`src/rtl/hop_pulse_seq.sv`:
```
// Pulse sequencer and latency checker for the three-flop hop chain.
// Fires single-cycle start pulses, scores each ff3 return against LAT, and keeps pass/fail counts.
module hop_pulse_seq #(
  parameter int unsigned GAP_W   = 8,
  parameter int unsigned LAT     = 3,
  parameter int unsigned TIMEOUT = 15
) (
  input  logic             clock0,
  input  logic             rst2,
  input  logic             enable,
  input  logic [GAP_W-1:0] gap,
  input  logic [7:0]       count,
  input  logic             ff3_in,
  output logic             start,
  output logic             busy,
  output logic             done,
  output logic [7:0]       pass_cnt,
  output logic [7:0]       fail_cnt,
  output logic             err
);

  localparam int unsigned CNT_W = 8;
  localparam logic [CNT_W-1:0] LAT_C   = CNT_W'(LAT);
  localparam logic [CNT_W-1:0] TO_C    = CNT_W'(TIMEOUT);
  localparam logic [CNT_W-1:0] CNT_MAX = '1;

  typedef enum logic [2:0] {
    S_IDLE,
    S_FIRE,
    S_WAIT,
    S_GAP,
    S_DONE
  } state_t;

  state_t             state, state_n;
  logic               en_q;
  logic [GAP_W-1:0]   gap_q, gap_n;
  logic [GAP_W-1:0]   gap_cnt, gap_cnt_n;
  logic [CNT_W-1:0]   rem_q, rem_n;
  logic               finite_q, finite_n;
  logic [CNT_W-1:0]   lat_cnt, lat_n;
  logic [CNT_W-1:0]   pass_n, fail_n;
  logic               err_n;
  logic               start_n, busy_n, done_n;
  logic               verdict_c, pass_c;

  // State, run context and registered outputs
  always_ff @(posedge clock0 or negedge rst2) begin
    if (!rst2) begin
      state    <= S_IDLE;
      en_q     <= 1'b0;
      gap_q    <= '0;
      gap_cnt  <= '0;
      rem_q    <= '0;
      finite_q <= 1'b0;
      lat_cnt  <= '0;
      pass_cnt <= '0;
      fail_cnt <= '0;
      err      <= 1'b0;
      start    <= 1'b0;
      busy     <= 1'b0;
      done     <= 1'b0;
    end else begin
      state    <= state_n;
      en_q     <= enable;
      gap_q    <= gap_n;
      gap_cnt  <= gap_cnt_n;
      rem_q    <= rem_n;
      finite_q <= finite_n;
      lat_cnt  <= lat_n;
      pass_cnt <= pass_n;
      fail_cnt <= fail_n;
      err      <= err_n;
      start    <= start_n;
      busy     <= busy_n;
      done     <= done_n;
    end
  end

  // Next-state, scoring and output decode
  always_comb begin
    state_n   = state;
    gap_n     = gap_q;
    gap_cnt_n = gap_cnt;
    rem_n     = rem_q;
    finite_n  = finite_q;
    lat_n     = lat_cnt;
    pass_n    = pass_cnt;
    fail_n    = fail_cnt;
    err_n     = err;
    verdict_c = 1'b0;
    pass_c    = 1'b0;

    case (state)
      S_IDLE: begin
        // en_q delays run start by one cycle after enable is first seen
        if (en_q && enable) begin
          state_n  = S_FIRE;
          gap_n    = gap;
          rem_n    = count;
          finite_n = (count != '0);
          pass_n   = '0;
          fail_n   = '0;
          err_n    = 1'b0;
        end
      end
      S_FIRE: begin
        // lat_cnt holds cycles elapsed since FIRE, so the first WAIT cycle reads 1
        lat_n   = CNT_W'(1);
        state_n = enable ? S_WAIT : S_IDLE;
      end
      S_WAIT: begin
        if (!enable) begin
          state_n = S_IDLE;
        end else if (ff3_in) begin
          verdict_c = 1'b1;
          pass_c    = (lat_cnt == LAT_C);
        end else if (lat_cnt == TO_C) begin
          verdict_c = 1'b1;
        end else begin
          lat_n = lat_cnt + CNT_W'(1);
        end
      end
      S_GAP: begin
        if (!enable) begin
          state_n = S_IDLE;
        end else if (gap_cnt == '0) begin
          state_n = S_FIRE;
        end else begin
          gap_cnt_n = gap_cnt - GAP_W'(1);
        end
      end
      S_DONE: begin
        if (!enable) begin
          state_n = S_IDLE;
        end
      end
      default: state_n = S_IDLE;
    endcase

    if (verdict_c) begin
      if (pass_c) begin
        if (pass_cnt != CNT_MAX) pass_n = pass_cnt + CNT_W'(1);
      end else begin
        if (fail_cnt != CNT_MAX) fail_n = fail_cnt + CNT_W'(1);
        err_n = 1'b1;
      end
      if (finite_q) begin
        rem_n = rem_q - CNT_W'(1);
      end
      if (finite_q && (rem_q == CNT_W'(1))) begin
        state_n = S_DONE;
      end else if (gap_q == '0) begin
        state_n = S_FIRE;
      end else begin
        state_n   = S_GAP;
        gap_cnt_n = gap_q - GAP_W'(1);
      end
    end

    start_n = (state_n == S_FIRE);
    busy_n  = (state_n == S_FIRE) || (state_n == S_WAIT) || (state_n == S_GAP);
    done_n  = (state_n == S_DONE);
  end

endmodule

```
`config.mk`:
```
export PLATFORM = sky130hd
export DESIGN_NAME = hop_pulse_seq
export DESIGN_NICKNAME = d
export VERILOG_FILES = /design/src/rtl/hop_pulse_seq.sv
export SDC_FILE = /design/constraint.sdc
export NUM_CORES = 1
export LEC_CHECK = 0
export BUFFER_PORTS_ARGS = -buffer_cell sky130_fd_sc_hd__buf_2
export CAP_MARGIN = 20
export CELL_PAD_IN_SITES_DETAIL_PLACEMENT = 1
export CELL_PAD_IN_SITES_GLOBAL_PLACEMENT = 2
export CORE_UTILIZATION = 36
export DETAILED_ROUTE_END_ITERATION = 6
export PLACE_DENSITY_LB_ADDON = 0.1
export SYNTH_ARGS = -nofsm -noshare
export SYNTH_HDL_FRONTEND = slang
export SYNTH_SLANG_ARGS = --single-unit
```
`constraint.sdc`:
```
create_clock -name clock0 -period 3.91 [get_ports clock0]
set_clock_uncertainty 0.05 [all_clocks]
set_input_delay 0.782 -clock clock0 [delete_from_list [all_inputs] [get_ports clock0]]
set_output_delay 0.782 -clock clock0 [all_outputs]
set_load 0.03 [all_outputs]
```
---- Word-level counts from Yosys, hierarchy flattened ----
Index checks and enable logic that the tools add are counted.
word-level totals
  register bits after elaboration ......... 57
  input port bits ......................... 20
  output and inout port bits .............. 20
  word-level logic and storage cells ...... 91
operators by class
  $add $sub $neg .......................... 6
  equal/unequal tests ..................... 16
  multiplexer cells ....................... 44
  reductions and logical operators ........ 12
operator list
  operator             number
  $mux 8               23
  $add 8x1->8 const B  3
  $sub 8x1->8 const B  3
  $mux 3               6
  $logic_not 8->1      2
  $ne 8x8->1 const B   2
  $pmux 8 s2           1
  $eq 3x2->1 const B   4
  $pmux 3 s4           1
  $mux 1               11
  $eq 8x1->1 const B   1
  $eq 8x2->1 const B   1
  $eq 8x4->1 const B   1
  $reduce_bool 8->1    1
  $eq 3x1->1 const B   2
  $eq 3x3->1 const B   2
  $ne 2x2->1 const B   3
  $mux 2               2
  $reduce_and 4->1     1
  $logic_not 3->1      1
  $logic_and 1x1->1    2
  $logic_or 1x1->1     2
  $reduce_and 2->1     1
  $reduce_bool 2->1    1
  $reduce_or 2->1      1

---- Depth between registers and ports, before layout ----
Gate-level depths: netlist of the first run.
  word-level depth ........................ 9
  depth in mapped cells ................... 7
  depth with buffers taken out ............ 7

---- Worst setup path after synthesis of the first run ----
Ideal clock, no wire load.
  path kind ............................... input port to flip-flop
  from .................................... input port enable
  to ...................................... register lat_cnt[7]
  library setup time ...................... 0.078 ns
  arrival ................................. 2.121 ns
  data required time ...................... 3.782 ns
  path slack .............................. 1.661 ns
  cell stages on the path ................. 6
  buffers on the path ..................... 1
  path through ............................ buf_4 inv_1 o21ai_0 o21ai_2 or4_1 a21oi_1
between the ends
  longest elaborated chain between the ends .. 2
RTL lines
  item                               line  RTL
  start: declaration                 10    input logic enable,
  $ne 2x2->1 (no source line)        -
  $reduce_and 4->1 (no source line)  -
  end signal: assignment             70    lat_cnt <= lat_n;
  end: declaration                   41    logic [CNT_W-1:0] lat_cnt, lat_n;
Every way passes these cells.
A chain may end at the register's enable or synchronous reset.

---- Worst setup path in the final report of the first run ----
  from .................................... register lat_cnt[4]
  to ...................................... register rem_q[7]
between the ends
  longest elaborated chain between the ends .. 6
RTL lines
  item                    line  RTL
  $eq 8x4->1              118   end else if (lat_cnt == TO_C) begin
  $mux 1                  118
  $mux 1                  115   end else if (ff3_in) begin
  $mux 1                  113   if (!enable) begin
  $mux 1                  94    case (state)
  $mux 8                  141   if (verdict_c) begin
  named net rem_n[7]      39    logic [CNT_W-1:0] rem_q, rem_n;
  end signal: assignment  68    rem_q <= rem_n;
  end: declaration        39
The timed path passes the listed nets, and every way through them passes these cells.

==> reports/metrics.yaml, run 1 <==
flow_run:
  cap_violations: 0
pwr:
  irDropWorstVdd_v: 0.000352
  p_leak_nw: 1.79
  p_per_area_mw_per_mm2: 614
timing:
  finalHoldViolCount: 0
  setup_viol: 0
  fin_hold_ws_ps: 358
  setup-tns-final_ps: 0
  max_freq_mhz: 422
  rsz0062_at_grt: "false"
  finalCritPeriodShare_pct: 60.6
  drv_slew: 0
  slew_headroom_pct: 52.6
  layout_min_cycle_time_ps: 2370
  worstMarginPinSlew_ps: 703
critical_path:
  cp-end-kind: "flop"
  crit_fanout: 14
  cp_data_required_time_ps: 4080
  crit_family: "simple AND/OR/NAND/NOR gates"
  critPathLaunchType: "flop"
  max_stage_delay_ps: 520
  path_buf_inv: 0
  crit_type: "flop to flop"
  crit_slowest_cell: "nor4_4"
  cp_cell_sequence: "nor4_4, a21o_2, nand3_1, o21a_1, o221a_2"
  worstPathArrival_ps: 2540
grt:
  grt_pass1_vias: 2898
  antenna_found_initial: 0
  grt_max_degree: 25
  gr-usage-all-layers_pct: 18.8
  overflow: 0
  grt_pass1_wl_um: 14400
status:
  status: "completed"
layout:
  nFillCells: 1044
  syn_to_final_growth_pct: 17.8
  drive_gt1_share_pct: 18.1
  instances_no_fill: 517
  nets: 432
  diodes: 0
  multi_input_area_mm2: 0.00171
  final_cell_area_mm2: 0.00384
  seqCellArea_mm2: 0.00143
route:
  drtPass1Iterations: 4
  ant_nets: 0
  vias: 2846
  drtIter0Drc: 84
  drt_wl_total_um: 8450
  route.detailed.drc: 0
  viasPerCell: 5.50
  post_drt_wl_per_cell_um: 16.3
place:
  place.detailed.hpwl_um: 5980
  detailed_place.area_mm2: 0.00357
  dp.cells: 501
  port_buffers: 39
  place.gp.congestion: 0.720
die:
  fp.dieH_um: 97.2
  coreArea_mm2: 0.00876
  ioPinCount: 40
  die_x_um: 97.2
  die_area_mm2: 0.00945
  initial_core_util_pct: 37.2
  fp-row-count: 34
cts:
  cts.sinks: 57
  cts_tree: "built"
  cts_resized: 0
  clkTransAtPathRegs_ps: 70
  hold_buffers: 0
  clk_latency_ps: 340
  cts_buffers: 9
  post_cts_buffers: 0
  cts.path.max_buffers: 2
  cts-root-buf: "clkbuf_8"
  h-tree-depth: 3
logic_synthesis:
  synthArstFlopShare_pct: 100
  netlist_top_cells_area: "dfrtp_1, nand2_1, o21ai_0"
  syn_area_mm2: 0.00326
  syn_inst: 361
  synth_edf_count: 0
  synthDominantCellAreaShare_pct: 43.7
  yosysWarnings: 0
  seq_area_frac_synth_pct: 43.7
  synth_ff_type: "dfrtp_1"
  synth_nets: 389
  ys_seq_elements: 57
  yosys.area.top_type: "dfrtp_1"
  synthMostInstantiatedCell: "dfrtp_1"
  synth_commonest_cells: "dfrtp_1, nand2_1, nor2_1"
  yosysUniqueCellTypes: 59
  avgSynthCellArea_um2: 9.04
hold_path:
  hp-class: "input pin to async pin"
path summary, 6_finish.rpt:
path	from	endpoint	slack (ps)	cells past startpoint
max	lat_cnt[4]$_DFFE_PN0P_	rem_q[7]$_DFF_PN0_	1540	5
min	rst2	rem_q[0]$_DFF_PN0_	360	1
max reg2reg	lat_cnt[4]$_DFFE_PN0P_	rem_q[7]$_DFF_PN0_	1540	5
min reg2reg	err$_DFF_PN0_	err$_DFF_PN0_	440	2
max in group asynchronous	rst2	state[1]$_DFF_PN0_	2730	2
min in group clock0	err$_DFF_PN0_	err$_DFF_PN0_	440	2
registers in the layout, indices dropped and copies added (netlist names):
name,cells
err,1
finite_q,1
pass_cnt,8
gap_q,8
lat_cnt,8
done,1
start,1
en_q,1
busy,1
fail_cnt,8
gap_cnt,8
state,3
rem_q,8
worst reg2reg max path, cell delays in order (launching register included):
cell     delay [ps]
dfrtp_1         450
nor4_4          520
a21o_2          280
nand3_1         400
o21a_1          320
o221a_2         240
cell families after synthesis:
group	share of synthesized area, %
muxes	2.91
DFF	43.7
adders and majority gates	3.07
AOI/OAI and AO/OA	17.6
buffers and inverters	3.83
and+or+nand+nor	25.7
xor gates and xnor gates	3.22
placed cells by master, fill, tap and decap left out, types with 8 or more instances in the layout:
| cell type | instances |
|---|---|
| buf_2 | 39 |
| nand3_1 | 23 |
| nor3_1 | 9 |
| o21ai_0 | 25 |
| ha_1 | 8 |
| nor2_1 | 26 |
| nand2_1 | 53 |
| inv_1 | 16 |
| dfrtp_1 | 57 |
| and3_1 | 8 |
| clkbuf_8 | 11 |
| a21oi_1 | 21 |
where the power goes:
part / leakage (nW) / switching, mW / internal (mW)
combinational: 0.917 / 0.384 / 0.271
clock: 0.140 / 0.246 / 0.522
sequential: 0.728 / 0.188 / 0.747
stage by stage:
stage               setup WS (ps)  power (mW)  util, %
finish                       1540        2.36     43.8
global route                 1370        2.53     43.8
CTS                          1530        2.39     43.8
detailed placement           1240        1.60     40.7
global placement             1280        1.58     40.7
floorplan                    1660        1.40        -
layout make-up:
cell class / count / area share [%]
Multi-Input combinational cell: 276 / 44.5
Sequential cell: 57 / 37.1
Timing Repair Buffer: 44 / 6.06
Clock buffer: 11 / 3.94
Tap cell: 108 / 3.52
Clock inverter: 5 / 3.26
Inverter: 16 / 1.56
per-layer routing:
| metal | up-vias | track usage [%] | wire [um] |
|---|---|---|---|
| met3 | 7 | 3.02 | 182 |
| met5 | - | 0 | 0 |
| li1 | 1398 | - | - |
| met1 | 1410 | 26.0 | 4270 |
| met2 | 31 | 29.8 | 3900 |
| met4 | 0 | 6.54 | 91 |
(Power assumes the default switching activity.)
==> inputs of run 2 (changes only) <==
Clock period 3.91 ns to 2.46 ns, I/O delays scaled along.
==> reports/metrics.yaml, run 2 (synthesized netlist as in run 1, its figures left out) <==
layout:
  multi_input_area_mm2: 0.00171  # unchanged
  seqCellArea_mm2: 0.00143  # unchanged
  nFillCells: 1065  # was 1,044
  layout_commonest_cell: "dfrtp_1"  # unchanged
  drive_gt1_share_pct: 20.2  # was 18.1%
  syn_to_final_growth_pct: 18.5  # was 17.8%
  final_cell_mix: "dfrtp_1, nand2_1, buf_2"  # unchanged
  instances_no_fill: 528  # was 517
  diodes: 0  # unchanged
  nets: 443  # was 432
cts:
  h-tree-depth: 3  # unchanged
  cts_buffers: 9  # unchanged
  cts_resized: 0  # unchanged
  clkTransAtPathRegs_ps: 70  # about the same
  cts.path.max_buffers: 2  # unchanged
  post_cts_buffers: 0  # unchanged
  cts_tree: "built"  # unchanged
  hold_buffers: 0  # unchanged
  cts-root-buf: "clkbuf_8"  # unchanged
  clk_latency_ps: 340  # about the same
  cts.sinks: 57  # unchanged
critical_path:
  worstPathArrival_ps: 2420  # was 2540 ps
  cp-end-kind: "flop"  # unchanged
  critPathLaunchType: "flop"  # unchanged
  cp_data_required_time_ps: 2680  # was 4080 ps
  timing.rr.end: "fail_cnt[6]$_DFF_PN0_"  # was rem_q[7]$_DFF_PN0_
  crit_type: "flop to flop"  # unchanged
  r2r_slack_ps: 260  # was 1540 ps
  ff2ff_path_depth: 7  # was 5
  r2r-start: "lat_cnt[0]$_DFFE_PN0P_"  # was lat_cnt[4]$_DFFE_PN0P_
  crit_fanout: 8  # was 14
route:
  drtIter0Drc: 120  # was 84
  route.detailed.drc: 0  # unchanged
  viasPerCell: 5.39  # was 5.50
  vias: 2846  # unchanged
  drt_wl_total_um: 8310  # was 8450 um
  ant_nets: 0  # unchanged
  post_drt_wl_per_cell_um: 15.7  # was 16.3 um
  drtPass1Iterations: 4  # unchanged
pwr:
  p_leak_nw: 1.80  # was 1.79 nW
  irDropWorstVdd_v: 0.000392  # was 0.000352 V
  p_per_area_mw_per_mm2: 894  # was 614 mW/mm2
  finalPower_mw: 3.46  # was 2.36 mW
place:
  place.gp.congestion: 0.756  # was 0.720
  place.detailed.hpwl_um: 6030  # was 5980 um
  dp.cells: 512  # was 501
  port_buffers: 39  # unchanged
  place_ws_ps: 193  # was 1240 ps
timing:
  rsz0062_at_grt: "false"  # unchanged
  setup-tns-final_ps: 0  # unchanged
  setup_ws_ps: 263  # was 1540 ps
  max_freq_mhz: 455  # was 422 MHz
  layout_min_cycle_time_ps: 2200  # was 2370 ps
  fin_hold_ws_ps: 99.6  # was 358 ps
  finalHoldViolCount: 0  # unchanged
  worstMarginPinSlew_ps: 759  # was 703 ps
  finalCritPeriodShare_pct: 89.3  # was 60.6%
  setup_viol: 0  # unchanged
  drv_slew: 0  # unchanged
  slew_headroom_pct: 49.0  # was 52.6%
grt:
  gr-usage-all-layers_pct: 19.3  # was 18.8%
  grt_pass1_wl_um: 14700  # was 14,400 um
  antenna_found_initial: 0  # unchanged
  overflow: 0  # unchanged
  grt_max_degree: 58  # was 25
  grt_pass1_vias: 2940  # was 2,898
status:
  status: "completed"  # unchanged
die:
  ioPinCount: 40  # unchanged
  fp.dieH_um: 97.2  # unchanged
  die_x_um: 97.2  # unchanged
  fp-row-count: 34  # unchanged
  die_area_mm2: 0.00945  # unchanged
  initial_core_util_pct: 37.2  # unchanged
  coreArea_mm2: 0.00876  # unchanged
hold_path:
  hp-class: "input pin to async pin"  # unchanged
flow_run:
  cap_violations: 0  # unchanged
run 2: through the flow:
stage          cell area, um2  utilization, %
5_1_grt                  3870            44.1
3_3_place_gp             3660            41.8
4_1_cts                  3870            44.1
6_report                 3870            44.1
3_5_place_dp             3660            41.8
2_1_floorplan            3260               -
run 2: area by class of cell:
| class | instances | share of cell area (%) |
|---|---|---|
| multi-input combinational | 276 | 44.3 |
| sequential | 57 | 36.9 |
| timing repair buffer | 55 | 8.48 |
| clock buffer | 10 | 3.56 |
| tap | 108 | 3.50 |
| clock inverter | 6 | 1.75 |
| inverter | 16 | 1.55 |
run 2: where the power goes:
part,internal [mW],switching (mW),total (mW)
logic,0.464,0.625,1.09
clock network,0.496,0.398,0.895
registers,1.19,0.286,1.47
total,2.15,1.31,3.46
run 2: metal layers:
metal	vias to the layer above	routed length [um]	part of all wire (%)	track usage (%)
met3	5	225	2.7	4.68
met2	33	3940	47	31.4
met1	1391	4080	49	25.7
met5	-	0	0	0
li1	1417	-	-	-
met4	0	65	0.78	4.82
run 2: worst max-delay path by stage:
stage	startpoint	end	slack [ps]	cells past startpoint
final	lat_cnt[0]$_DFFE_PN0P_	fail_cnt[6]$_DFF_PN0_	260	7
after global routing	lat_cnt[1]$_DFFE_PN0P_	gap_cnt[2]$_DFF_PN0_	40	6
after CTS	lat_cnt[0]$_DFFE_PN0P_	gap_cnt[2]$_DFF_PN0_	250	6
after detailed placement	enable	pass_cnt[0]$_DFF_PN0_	190	6
after global placement	enable	pass_cnt[4]$_DFF_PN0_	260	6
after floorplan	enable	lat_cnt[7]$_DFFE_PN0P_	500	6
run 2: critical path, cell delays in order (launching register included):
cell and delay (ps):
dfrtp_1 380, ha_1 250, and3_1 290, a21o_2 230, nand3_1 260, buf_4 240
or3_1 340, nand3_1 90
==> inputs of run 3 (changes only) <==
Clock period 2.46 ns to 2.5 ns, I/O delays scaled along.
==> reports/metrics.yaml, run 3 (synthesized netlist as in run 1, its figures left out) <==
place:
  place.gp.congestion: 0.731  # was 0.756
  place.detailed.hpwl_um: 5920  # was 6030 um
  place_ws_ps: 170  # was 193 ps
  port_buffers: 39  # unchanged
timing:
  setup-tns-final_ps: 0  # unchanged
  finalHoldViolCount: 0  # unchanged
  max_freq_mhz: 442  # was 455 MHz
  setup_ws_ps: 240  # was 263 ps
  fin_hold_ws_ps: 101  # was 99.6 ps
  finalCritPeriodShare_pct: 90.4  # was 89.3%
  slew_headroom_pct: 50.0  # was 49.0%
  rsz0062_at_grt: "false"  # unchanged
  drv_slew: 0  # unchanged
  layout_min_cycle_time_ps: 2260  # was 2200 ps
  setup_viol: 0  # unchanged
  worstMarginPinSlew_ps: 745  # was 759 ps
cts:
  h-tree-depth: 3  # unchanged
  clk_latency_ps: 340  # about the same
  post_cts_buffers: 0  # unchanged
  hold_buffers: 0  # unchanged
  cts.sinks: 57  # unchanged
  cts-root-buf: "clkbuf_8"  # unchanged
  cts_buffers: 9  # unchanged
  clkTransAtPathRegs_ps: 70  # about the same
  cts_tree: "built"  # unchanged
  cts_resized: 0  # unchanged
  cts.path.max_buffers: 2  # unchanged
pwr:
  power_frac_clock_pct: 27.1  # was 25.9%
  p_leak_nw: 1.80  # about the same
  seqPwrFrac_pct: 42.4  # was 42.6%
  irDropWorstVdd_v: 0.000347  # was 0.000392 V
  p_per_area_mw_per_mm2: 895  # was 894 mW/mm2
  combPwrFrac_pct: 30.5  # was 31.5%
  switching_share_pct: 36.7  # was 37.9%
  power.switching_mw: 1.27  # was 1.31 mW
  internal-power_mw: 2.18  # was 2.15 mW
  finalPower_mw: 3.45  # was 3.46 mW
die:
  fp.dieH_um: 97.2  # unchanged
  die_x_um: 97.2  # unchanged
  die_area_mm2: 0.00945  # unchanged
  initial_core_util_pct: 37.2  # unchanged
  fp-row-count: 34  # unchanged
  ioPinCount: 40  # unchanged
  coreArea_mm2: 0.00876  # unchanged
route:
  wl_met2_um: 3890  # was 3940 um
  drt_wl_total_um: 8260  # was 8310 um
  viasPerCell: 5.51  # was 5.39
  wl_met3_um: 170  # was 225 um
  top_layer_used: "met4"  # unchanged
  ant_nets: 0  # unchanged
  drtIter0Drc: 135  # was 120
  route.detailed.drc: 0  # unchanged
  drtPass1Iterations: 4  # unchanged
  post_drt_wl_per_cell_um: 15.8  # was 15.7 um
  met1_length_um: 4070  # was 4080 um
  vias: 2889  # was 2,846
critical_path:
  cp-end-kind: "flop"  # unchanged
  critPathLaunchType: "flop"  # unchanged
  path_buf_inv: 0  # was 1
  crit_type: "flop to flop"  # unchanged
  crit_family: "compound AO/OA/AOI/OAI gates"  # was simple AND/OR/NAND/NOR gates
  cp_cell_sequence: "ha_1, and3_1, a21o_2, nand3_1, o211a_1, a311o_1"  # was ha_1, and3_1, a21o_2, nand3_1, buf_4, or3_1, nand3_1
  worstPathArrival_ps: 2430  # was 2420 ps
  crit_fanout: 11  # was 8
  crit_slowest_cell: "dfrtp_1"  # unchanged
  max_stage_delay_ps: 380  # about the same
  cp_data_required_time_ps: 2670  # was 2680 ps
status:
  status: "completed"  # unchanged
grt:
  grt_pass1_vias: 2966  # was 2,940
  gr-usage-all-layers_pct: 18.9  # was 19.3%
  grt_pass1_wl_um: 14400  # was 14,700 um
  antenna_found_initial: 0  # unchanged
  grt_max_degree: 58  # unchanged
  overflow: 0  # unchanged
layout:
  fin_util_pct: 44.0  # was 44.1%
  layout_commonest_cell: "dfrtp_1"  # unchanged
  diodes: 0  # unchanged
  syn_to_final_growth_pct: 18.1  # was 18.5%
  nFillCells: 1056  # was 1,065
  drive_gt1_share_pct: 19.5  # was 20.2%
  nets: 440  # was 443
  final_cell_mix: "dfrtp_1, nand2_1, buf_2"  # unchanged
hold_path:
  hp-class: "input pin to async pin"  # unchanged
flow_run:
  cap_violations: 0  # unchanged
-- run 3: changes by cell type in the layout (fill, tap and decap cells not counted), sizes merged --
cell,previous run,this run
buf,55,52
clkbuf,10,13
clkinv,3,1
clkinvlp,2,0
-- run 3: through the flow --
stage          instance area (um2)  std cells
2_1_floorplan                 3260        361
3_3_place_gp                  3640        509
3_5_place_dp                  3640        509
4_1_cts                       3850        524
5_1_grt                       3850        524
6_report                      3850        524
-- run 3: layer usage --
layer	vias to the layer above	GRT usage (%)
met5	-	0
met4	0	7.58
met3	10	2.81
met2	36	30.6
met1	1427	25.4
li1	1416	-
-- run 3: worst reg2reg max path, cell delays in order, from the launching register on --
cell and delay (ps):
dfrtp_1 380, ha_1 240, and3_1 300, a21o_2 230, nand3_1 350, o211a_1 340, a311o_1 260
-- run 3: area by class of cell --
class                           count  area, um2  share of cell area, %
Sequential cell                    57       1430                   37.0
Inverter                           16       60.1                   1.56
Timing Repair Buffer               52        305                   7.92
Multi-Input combinational cell    276       1710                   44.4
Clock buffer                       13        179                   4.64
Clock inverter                      2       35.0                  0.909
Tap cell                          108        135                   3.51
-- run 3: worst paths after layout --
path,start,endpoint,slack [ps],depth (start not counted)
worst max-delay path,lat_cnt[0]$_DFFE_PN0P_,fail_cnt[5]$_DFF_PN0_,240,6
worst min-delay path,rst2,lat_cnt[6]$_DFFE_PN0P_,100,2
worst max register to register,lat_cnt[0]$_DFFE_PN0P_,fail_cnt[5]$_DFF_PN0_,240,6
worst min register to register,err$_DFF_PN0_,err$_DFF_PN0_,440,2
max in group asynchronous,rst2,finite_q$_DFFE_PN0P_,2010,2
min in group clock0,gap[7],gap_q[7]$_DFFE_PN0P_,310,3
-- run 3: power groups by stage --
stage	Clock (mW)	Combinational (mW)	Sequential (mW)
floorplan	0	0.737	1.44
global placement	0	1.03	1.46
detailed placement	0	1.06	1.47
CTS	0.969	1.07	1.46
global route	1.00	1.21	1.51
finish	0.933	1.05	1.46
